### src/rtl/imem_loader.sv
// imem_loader: write side of the instruction memory.
// A little-endian byte stream is packed into 32-bit words and written
// sequentially from word 0. The fetch read port is combinational and
// stays live through reset. core_hold keeps the core in reset while
// a program is being loaded and for the single DONE cycle after it.
module imem_loader #(
  parameter int DEPTH  = 32,
  parameter int ADDR_W = 5
) (
  input  logic              clk,
  input  logic              reset,
  input  logic              load_start,
  input  logic [ADDR_W:0]   num_words,
  input  logic              byte_valid,
  input  logic [7:0]        byte_data,
  output logic              byte_ready,
  output logic              core_hold,
  output logic              load_done,
  output logic              busy,
  input  logic [63:0]       rd_addr,
  output logic [31:0]       rd_data
);

  localparam logic [1:0] S_IDLE = 2'd0;
  localparam logic [1:0] S_LOAD = 2'd1;
  localparam logic [1:0] S_DONE = 2'd2;

  // Memory depth expressed in the width of num_words, used for clamping.
  localparam logic [ADDR_W:0] DEPTH_W = (ADDR_W+1)'(DEPTH);
  localparam logic [ADDR_W:0] ONE_W   = (ADDR_W+1)'(1);

  logic [1:0]        state_q,      state_d;
  logic [23:0]       word_buf_q,   word_buf_d;
  logic [1:0]        byte_cnt_q,   byte_cnt_d;
  logic [ADDR_W-1:0] wr_ptr_q,     wr_ptr_d;
  logic [ADDR_W:0]   words_left_q, words_left_d;

  logic              mem_we;
  logic [ADDR_W-1:0] mem_waddr;
  logic [31:0]       mem_wdata;

  logic [31:0] mem_q [DEPTH];

  // Only the word-index bits of the fetch address matter; the rest are
  // intentionally ignored so the index wraps modulo DEPTH.
  logic unused_rd_bits;
  assign unused_rd_bits = ^{rd_addr[63:ADDR_W+2], rd_addr[1:0]};

  // Next-state logic: FSM transitions, byte packing and word write request.
  always_comb begin
    state_d      = state_q;
    word_buf_d   = word_buf_q;
    byte_cnt_d   = byte_cnt_q;
    wr_ptr_d     = wr_ptr_q;
    words_left_d = words_left_q;
    mem_we       = 1'b0;
    mem_waddr    = wr_ptr_q;
    // The fourth byte goes straight to memory with the three buffered ones.
    mem_wdata    = {byte_data, word_buf_q};

    case (state_q)
      S_IDLE: begin
        if (load_start) begin
          if (num_words == '0) begin
            state_d = S_DONE;
          end else begin
            state_d      = S_LOAD;
            words_left_d = (num_words > DEPTH_W) ? DEPTH_W : num_words;
            wr_ptr_d     = '0;
            byte_cnt_d   = 2'd0;
          end
        end
      end

      S_LOAD: begin
        if (byte_valid) begin
          if (byte_cnt_q == 2'd3) begin
            mem_we       = 1'b1;
            byte_cnt_d   = 2'd0;
            wr_ptr_d     = wr_ptr_q + 1'b1;
            words_left_d = words_left_q - 1'b1;
            if (words_left_q == ONE_W) begin
              state_d = S_DONE;
            end
          end else begin
            case (byte_cnt_q)
              2'd0:    word_buf_d[7:0]   = byte_data;
              2'd1:    word_buf_d[15:8]  = byte_data;
              default: word_buf_d[23:16] = byte_data;
            endcase
            byte_cnt_d = byte_cnt_q + 2'd1;
          end
        end
      end

      S_DONE: begin
        state_d = S_IDLE;
      end

      default: begin
        state_d = S_IDLE;
      end
    endcase
  end

  // Control and packing registers with asynchronous reset.
  always_ff @(posedge clk or posedge reset) begin
    if (reset) begin
      state_q      <= S_IDLE;
      word_buf_q   <= '0;
      byte_cnt_q   <= 2'd0;
      wr_ptr_q     <= '0;
      words_left_q <= '0;
    end else begin
      state_q      <= state_d;
      word_buf_q   <= word_buf_d;
      byte_cnt_q   <= byte_cnt_d;
      wr_ptr_q     <= wr_ptr_d;
      words_left_q <= words_left_d;
    end
  end

  // Instruction memory write port; contents survive reset.
  always_ff @(posedge clk) begin
    if (mem_we) begin
      mem_q[mem_waddr] <= mem_wdata;
    end
  end

  assign byte_ready = (state_q == S_LOAD);
  assign busy       = (state_q == S_LOAD);
  assign core_hold  = (state_q == S_LOAD) || (state_q == S_DONE);
  assign load_done  = (state_q == S_DONE);

  // Combinational fetch read: old word until the write edge, new word after.
  assign rd_data = mem_q[rd_addr[ADDR_W+1:2]];

endmodule
### config.mk
export PLATFORM = sky130hd
export DESIGN_NAME = imem_loader
export DESIGN_NICKNAME = d
export VERILOG_FILES = /design/src/rtl/imem_loader.sv
export SDC_FILE = /design/constraint.sdc
export NUM_CORES = 1
export LEC_CHECK = 0
export CORE_MARGIN = 2
export CORE_UTILIZATION = 60
export DETAILED_ROUTE_END_ITERATION = 8
export HOLD_SLACK_MARGIN = 0.15
export PLACE_DENSITY = 0.78
export SYNTH_ARGS = -nofsm -noshare
export SYNTH_HDL_FRONTEND = slang
export SYNTH_SLANG_ARGS = --single-unit
### constraint.sdc
create_clock -name clk -period 8.81 [get_ports clk]
set_clock_uncertainty 0.05 [all_clocks]
set_input_delay 0.881 -clock clk [delete_from_list [all_inputs] [get_ports clk]]
set_output_delay 0.881 -clock clk [all_outputs]
set_load 0.05 [all_outputs]
Word-level counts from Yosys, hierarchy flattened:

Memories as Yosys holds them, arrays and structs flattened.
Index checks and enable logic that the tools add are counted.

* register bits: 39
* output and inout bits: 36
* word-level logic and storage cells: 63
* memory bits (writable): 1024
* input bits: 82
* memories kept: 1

* reduce and logical (&&, ||, !) cells: 12
* magnitude comparators: 1
* add/subtract/negate cells: 3
* mux-type cells: 27
* eq/ne operators: 10
* bitwise logic cells: 2

Memories
* mem_q: words 32, bits a word 32, rd ports 1, clocked after memory_dff 0, write ports 1, RTL line 42 `logic [31:0] mem_q [DEPTH];`

Operators by type and width (number)
* $mux 6: 5
* $mux 5: 4
* $reduce_and 4->1: 5
* $mux 2: 9
* $pmux 6 s2: 1
* $pmux 5 s2: 1
* $pmux 2 s2: 2
* $eq 6x1->1 const B: 1
* $gt 6x6->1 const B: 1
* $logic_not 6->1: 1
* $ne 2x2->1 const B: 3
* $sub 6x1->6 const B: 1
* $add 5x1->5 const B: 1
* $mux 1: 5
* $reduce_and 5->1: 1
* $eq 2x1->1 const B: 2
* $eq 2x2->1 const B: 2
* $logic_not 2->1: 2
* $ne 2x1->1 const B: 2
* $add 2x1->2 const B: 1
* $not 1->1: 2
* $reduce_bool 2->1: 1
* $reduce_or 2->1: 1
* $logic_or 1x1->1: 1

Logic depth before layout (Yosys ltp):

Gate-level depths: netlist (run 1).

* word-level depth: 6
* gate-level depth with buffers: 8
* mapped depth without buffers: 7

Worst setup path before layout (run 1):

OpenSTA, ideal clock, no wires.

* path type: register -> register
* start: reg state_q[1]
* end: mem mem_q[14][0] (enable)
* buffers on the path: 1
* data required time: 8.339 ns
* arrival time: 3.103 ns
* setup slack: 5.236 ns
* cell stages (with the launch flop): 7
* period minus slack after synthesis: 3.574 ns
* setup time: 0.421 ns
* cell sequence: dfrtp_1 -> inv_1 -> ha_1 -> clkbuf_1 -> and3_1 -> nand2_1 -> nor2_1

* word-level cells in the longest chain between the ends: 4

RTL lines
* from (decl): RTL line 32 `logic [1:0] state_q, state_d;`
* from (signal assigned): RTL line 115 `state_q <= state_d;`
* $eq 2x1->1
* named net busy: RTL line 19 `output logic busy,`
* $mux 1: RTL line 61 `case (state_q)`
* $mux 1: RTL line 125 `if (mem_we) begin`
* $mux 1 (implied by the code): RTL line 126 `mem_q[mem_waddr] <= mem_wdata;`
* to (decl): RTL line 42

The timed path passes the listed nets, and every way through them passes these cells.

Worst setup path after layout (run 1):

* start: in rd_addr[2]
* end: out rd_data[24]

* word-level cells in the longest chain between the ends: 1

RTL lines
* from (decl): RTL line 20 `input logic [63:0] rd_addr,`
* $mem_v2 32x32
* to (decl): RTL line 21 `output logic [31:0] rd_data`

No other way between the ends.

==> results of run 1 <==
==> worst reg2reg max path: cells and delay by family, from the launching register on <==
family	cells	cell delay, ns
fa+ha+maj	1	0.68
buf+inv	2	0.69
flops	1	0.41
simple gates	2	1.77
==> state kept, by name, indices dropped and copies added, names as in the netlist <==
| name | count |
|---|---|
| byte_cnt_q | 2 |
| mem_q | 1024 |
| mem_waddr | 5 |
| state_q | 2 |
| word_buf_q | 24 |
| words_left_q | 6 |
==> cell type report <==
type / instances / share of cell area
Inverter: 13 / 0.00104
Clock buffer: 120 / 0.0574
Timing Repair Buffer: 106 / 0.0217
Tap cell: 931 / 0.0249
Clock inverter: 67 / 0.0134
Multi-Input combinational cell: 1194 / 0.203
Sequential cell: 1063 / 0.678
==> routing by layer <==
metal | GRT usage | vias up | routed length, µm
li1 | - | 9642 | -
met3 | 0.0569 | 220 | 10400
met5 | 0 | - | 0
met4 | 0.101 | 0 | 3200
met1 | 0.371 | 11300 | 37000
met2 | 0.450 | 1341 | 47300
==> report_power, final <==
part / switching [mW] / internal [mW]
combinational: 0.529 / 0.308
sequential: 0.480 / 6.13
clock: 1.81 / 2.49
total: 2.82 / 8.93
==> placed cells by master (no fill, tap or decap), types with 2 or more instances in the layout <==
| cell | instances |
|---|---|
| bufinv_16 | 11 |
| nor4_1 | 2 |
| a22oi_1 | 98 |
| nand2_1 | 120 |
| a31oi_1 | 33 |
| a22o_1 | 64 |
| inv_6 | 2 |
| clkinv_2 | 23 |
| or3_1 | 3 |
| o21ai_0 | 10 |
| and3_1 | 2 |
| nor2b_4 | 2 |
| mux2i_1 | 516 |
| clkbuf_8 | 2 |
| buf_12 | 6 |
| clkinvlp_4 | 2 |
| clkinv_1 | 25 |
| nand2b_2 | 2 |
| edfxtp_1 | 1024 |
| nor3_1 | 36 |
| dfrtp_1 | 39 |
| clkbuf_1 | 14 |
| nand3_1 | 106 |
| inv_1 | 12 |
| a21oi_1 | 101 |
| nor2_4 | 33 |
| clkdlybuf4s50_1 | 56 |
| clkbuf_16 | 104 |
| nand4_1 | 2 |
| clkinv_4 | 3 |
| nand3b_1 | 3 |
| o31ai_1 | 3 |
| mux2_2 | 25 |
| buf_4 | 42 |
| nor2_1 | 8 |
| ha_1 | 14 |
==> final timing paths <==
kind	end	cells past startpoint	slack, ns	from
setup / recovery	rd_data[24]	8	3.18	rd_addr[2]
hold / removal	state_q[1]$_DFFE_PP0P_	2	0.49	state_q[1]$_DFFE_PP0P_
setup reg to reg	mem_q[15][10]$_DFFE_PP_	5	4.82	state_q[1]$_DFFE_PP0P_
hold reg to reg	state_q[1]$_DFFE_PP0P_	2	0.49	state_q[1]$_DFFE_PP0P_
max in group asynchronous	word_buf_q[16]$_DFFE_PP0P_	2	7.29	reset
min in group asynchronous	words_left_q[2]$_DFFE_PP0P_	2	0.75	reset
==> kinds of logic after synthesis <==
logic type	after synthesis
AND/OR/NAND/NOR	325
adder cells (fa/ha/maj)	14
multiplexers	541
XOR/XNOR	1
buffers and inverters	146
flip-flops	1063
AO/OA/AOI/OAI	313
==> per-stage QoR <==
stage,power [mW],area (µm²),hold WS (ns),worst slack (ns),util
detailed placement,7.53,43500,0.470,3.28,0.634
CTS,11.8,46800,0.483,3.26,0.682
finish,11.8,46800,0.489,3.18,0.682
global route,12.1,46800,0.522,3.13,0.682
floorplan,7.10,41600,0.424,5.24,-
global placement,7.44,43500,0.453,3.30,0.634
==> results.py, run 1 <==
metrics = {
    "synth": {
        "avgSynthCellArea_um2": 17.3,
        "synth_edf_count": 1024,
        "synth_compound_area_frac": 0.0513,
        "yosys.area.top_type": "edfxtp_1",
        "ys_types": 37,
        "synth_fa_ha_area_frac": 0.00421,
        "synth_top_family_by_area": "multiplexers",
        "synth_commonest_cells": "1,024 x edfxtp_1, 516 x mux2i_1, 121 x nand2_1, 106 x nand3_1, 101 x a21oi_1",
        "synth_cells": 2403,
        "ys_seq_elements": 1063,
        "yosys.area_share.simple": 0.0352,
        "synthArstFlopShare": 0.0367,
        "synth_top_cell_area_share": 0.739,
        "mappedNetlistArea_um2": 41600,
        "ys.warnings.count": 0,
        "ys.flop_type": "edfxtp_1",
        "synth-xor-area-share": 0.000211,
        "yosysSeqAreaShare": 0.763,
        "yosysMostFrequentCell": "edfxtp_1",
        "synth_area_leaders": "edfxtp_1 74%, mux2i_1 12%, dfrtp_1 2.3%",
        "synth_mux_area_frac": 0.131,
        "synth_nets": 2499,
    },
    "sta": {
        "tightest_slew_ns": 1.38,
        "fin_crit_ns": 5.63,
        "rsz0062_at_grt": "false",
        "setup-tns-final_ns": 0,
        "slew_headroom": 0.0802,
        "timing.final.crit_share": 0.639,
        "setup_viol": 0,
        "max_freq_mhz": 178,
        "finalMaxSlewViolations": 0,
        "final-hold-violation-count": 0,
    },
    "worst_setup_path": {
        "slowest_stage": "buf_4",
        "endpoint_kind": "output pin",
        "worstPathMaxFanout": 58,
        "critPathTopFamily": "buffers and inverters",
        "path_class": "in -> out",
        "slowest_delay_ns": 0.84,
        "critPathBufInv": 3,
        "arrival_ns": 4.70,
        "cp.required_ns": 7.88,
        "path_cells": "clkdlybuf4s50_1 > and2_4 > buf_4 > a22o_1 > nor3_1 > a31oi_1 > nand3_1 > clkdlybuf4s50_1",
        "start_kind": "input port",
        "crit_top_cell": "clkdlybuf4s50_1",
    },
    "floorplan": {
        "core_area_um2": 68600,
        "die_height_um": 267,
        "start_util": 0.606,
        "io-pin-count": 118,
        "die_w_um": 267,
        "std_cell_rows": 96,
        "die-area_um2": 71400,
    },
    "cells_and_area": {
        "final_cells": 3494,
        "drive_above_1_share": 0.104,
        "regArea_um2": 31700,
        "antennaDiodeCount": 0,
        "multi_input_area_um2": 9500,
        "fillers": 4246,
        "areaGrowthSynthToFinish_pct": 12.5,
        "final_nets": 2574,
    },
    "placed_design": {
        "place_inst": 3307,
        "hpwl_um": 47700,
        "portBuffers": 58,
        "place.gp.congestion": 0.800,
    },
    "global_routing": {
        "grt_pass1_wl_um": 142000,
        "antenna_found_initial": 0,
        "grt_overflow_total": 0,
        "grt_use_total": 0.276,
        "grt_max_degree": 129,
        "grt_pass1_vias": 22600,
    },
    "routing": {
        "via_per_inst": 6.45,
        "wl_per_cell_um": 28.0,
        "drc_errors": 0,
        "wl_um": 98000,
        "dr.pass1.iters": 7,
        "vias": 22500,
        "antenna_left": 0,
        "drt-initial-drc-count": 3013,
    },
    "clocking": {
        "cts_hold_buf": 0,
        "clockBufferDepth": 3,
        "cts_made_buffers": 100,
        "clk_latency_ns": 0.66,
        "cts.htree.levels": 3,
        "cts_resized": 0,
        "cts.clk_slew.worst_paths_ns": 0.06,
        "cts_setup_buffers": 0,
        "cts_sinks": 1063,
        "cts_tree": "built",
        "root_buffer": "clkbuf_16",
    },
    "power_and_ir_drop": {
        "p_leak_nw": 16.4,
        "vdd.ir_drop.worst_mv": 0.219,
        "p_per_area_nw_per_um2": 251,
    },
    "job": {
        "max_cap_violations": 0,
    },
    "worst_hold_path": {
        "holdCritPathClass": "reg -> reg",
    },
    "status": {
        "outcome": "finished clean",
    },
}
Note: power is estimated with default switching activity, not from simulation.
==> run 2: changes to the inputs <==
CORE_UTILIZATION = 55   (was 60)
PLACE_DENSITY = 0.75   (was 0.78)
clock period = 4.71 ns   (was 8.81 ns; I/O delays follow)
==> results.py, run 2 (synthesized netlist as in run 1, its figures left out) <==
metrics = {
    "cells_and_area": {
        "drive_above_1_share": 0.124,
        "reg.largest.list": "mem_q (1024), word_buf_q (24), words_left_q (6)",
        "largest_reg_flops": 1024,
        "antennaDiodeCount": 0,
        "layout_common_cells": "1,024 x edfxtp_1, 516 x mux2i_1, 120 x nand2_1",
        "regMostFlops": "mem_q",
        "areaGrowthSynthToFinish_pct": 13.8,
        "fillers": 5004,
        "final_nets": 2613,
        "final_common_cell": "edfxtp_1",
    },
    "power_and_ir_drop": {
        "p_sw_mw": 5.24,
        "seqPwrFrac": 0.568,
        "switching_share": 0.241,
        "p_per_area_nw_per_um2": 461,
        "p_comb_frac": 0.075,
        "p_leak_nw": 16.6,
        "vdd.ir_drop.worst_mv": 0.476,
        "power.internal_mw": 16.6,
        "clockPowerShare": 0.358,
        "power.total_mw": 21.8,
    },
    "worst_setup_path": {
        "path_cells": "clkdlybuf4s50_1 > and2_4 > buf_4 > buf_4 > a21oi_1 > a31oi_1 > nand3_1 > clkdlybuf4s50_1",
        "critPathTopFamily": "buffers and inverters",
        "arrival_ns": 3.44,
        "start_kind": "input port",
        "critPathBufInv": 4,
        "endpoint_kind": "output pin",
        "cp.required_ns": 4.19,
        "slowest_stage": "clkdlybuf4s50_1",
        "path_class": "in -> out",
        "worstPathMaxFanout": 26,
        "slowest_delay_ns": 0.75,
        "reg2reg_setup_slack_ns": 1.48,
    },
    "clocking": {
        "cts_sinks": 1063,
        "cts.htree.levels": 3,
        "cts_resized": 0,
        "root_buffer": "clkbuf_16",
        "cts_made_buffers": 99,
        "cts_setup_buffers": 0,
        "clk_latency_ns": 0.65,
        "cts_tree": "built",
        "cts_hold_buf": 0,
        "cts.clk_slew.worst_paths_ns": 0.07,
        "clockBufferDepth": 3,
    },
    "floorplan": {
        "die-area_um2": 77800,
        "start_util": 0.557,
        "die_w_um": 279,
        "die_height_um": 279,
        "io-pin-count": 118,
        "std_cell_rows": 100,
        "core_area_um2": 74700,
    },
    "sta": {
        "finalMaxSlewViolations": 0,
        "setup-tns-final_ns": 0,
        "setup_viol": 0,
        "slew_headroom": 0.177,
        "tightest_slew_ns": 1.23,
        "rsz0062_at_grt": "false",
        "final-hold-violation-count": 0,
        "timing.final.crit_share": 0.840,
        "fin_crit_ns": 3.96,
        "max_freq_mhz": 253,
    },
    "placed_design": {
        "hpwl_um": 53800,
        "place.gp.congestion": 0.795,
        "portBuffers": 58,
    },
    "global_routing": {
        "grt_overflow_total": 0,
        "grt_max_degree": 65,
        "grt_pass1_wl_um": 143000,
        "antenna_found_initial": 0,
        "grt_pass1_vias": 22300,
        "grt_use_total": 0.252,
    },
    "routing": {
        "drc_errors": 0,
        "drt-initial-drc-count": 2838,
        "wl_per_cell_um": 27.5,
        "via_per_inst": 6.29,
        "dr.pass1.iters": 5,
        "wl_um": 98200,
        "antenna_left": 0,
        "vias": 22500,
    },
    "status": {
        "outcome": "finished clean",
    },
    "worst_hold_path": {
        "holdCritPathClass": "in -> async",
    },
    "job": {
        "max_cap_violations": 0,
    },
}
[run 2: changes by cell type in the layout (fill, tap and decap cells not counted), moves of 3 or more]
| cell | delta |
|---|---|
| clkbuf_1 | +8 |
| buf_12 | +29 |
| bufinv_16 | -4 |
| clkdlybuf4s50_1 | -14 |
| buf_4 | +24 |
| clkinv_1 | -12 |
| clkbuf_8 | +10 |
| clkbuf_16 | -4 |
| clkinv_4 | -3 |
| clkinvlp_4 | +3 |
[run 2: final timing paths]
kind	end	startpoint	cells past startpoint
worst max register to register	mem_q[18][10]$_DFFE_PP_	state_q[1]$_DFFE_PP0P_	7
max in group asynchronous	word_buf_q[17]$_DFFE_PP0P_	reset	2
worst min register to register	words_left_q[4]$_DFFE_PP0P_	words_left_q[4]$_DFFE_PP0P_	2
worst max-delay path	rd_data[19]	rd_addr[2]	8
min in group clk	words_left_q[0]$_DFFE_PP0P_	num_words[0]	3
worst min-delay path	state_q[1]$_DFFE_PP0P_	reset	2
[run 2: worst register-to-register path: cells and delay by family (launching register included)]
| family | cells | cell delay (ns) |
|---|---|---|
| and+or+nand+nor | 3 | 1.67 |
| buffers and inverters | 3 | 0.64 |
| DFF | 1 | 0.41 |
| adders and majority gates | 1 | 0.15 |
[run 2: area by class of cell]
class | count | area, µm² | share of cell area
Tap cell | 969 | 1210 | 0.0256
Multi-Input combinational cell | 1194 | 9500 | 0.201
Inverter | 13 | 48.8 | 0.00103
Clock inverter | 49 | 432 | 0.00912
Clock buffer | 134 | 2750 | 0.0581
Sequential cell | 1063 | 31700 | 0.671
Timing Repair Buffer | 146 | 1640 | 0.0347
[run 2: routing by layer]
layer | up-vias | routed length [µm] | global-route usage
met1 | 11500 | 40300 | 0.361
met3 | 188 | 8830 | 0.0450
met4 | 0 | 2350 | 0.0675
met2 | 1055 | 46700 | 0.403
li1 | 9722 | - | -
met5 | - | 0 | 0
[run 2: through the flow]
stage          setup slack [ns]  std cells  hold slack (ns)  area, µm²  utilization
2_1_floorplan              1.14       2403            0.424      41600            -
3_3_place_gp              0.769       3385            0.453      44100        0.591
3_5_place_dp              0.759       3385            0.480      44100        0.591
4_1_cts                   0.735       3568            0.348      47300        0.633
5_1_grt                   0.659       3568            0.417      47300        0.633
6_report                  0.751       3568            0.341      47300        0.633
[run 2: power by group through the flow]
stage / Sequential (mW) / Combinational, mW / Clock, mW
2_1_floorplan: 12.2 / 1.11 / 0
3_3_place_gp: 12.4 / 1.55 / 0
3_5_place_dp: 12.6 / 1.61 / 0
4_1_cts: 12.3 / 1.62 / 7.87
5_1_grt: 12.5 / 1.73 / 8.21
6_report: 12.4 / 1.63 / 7.79
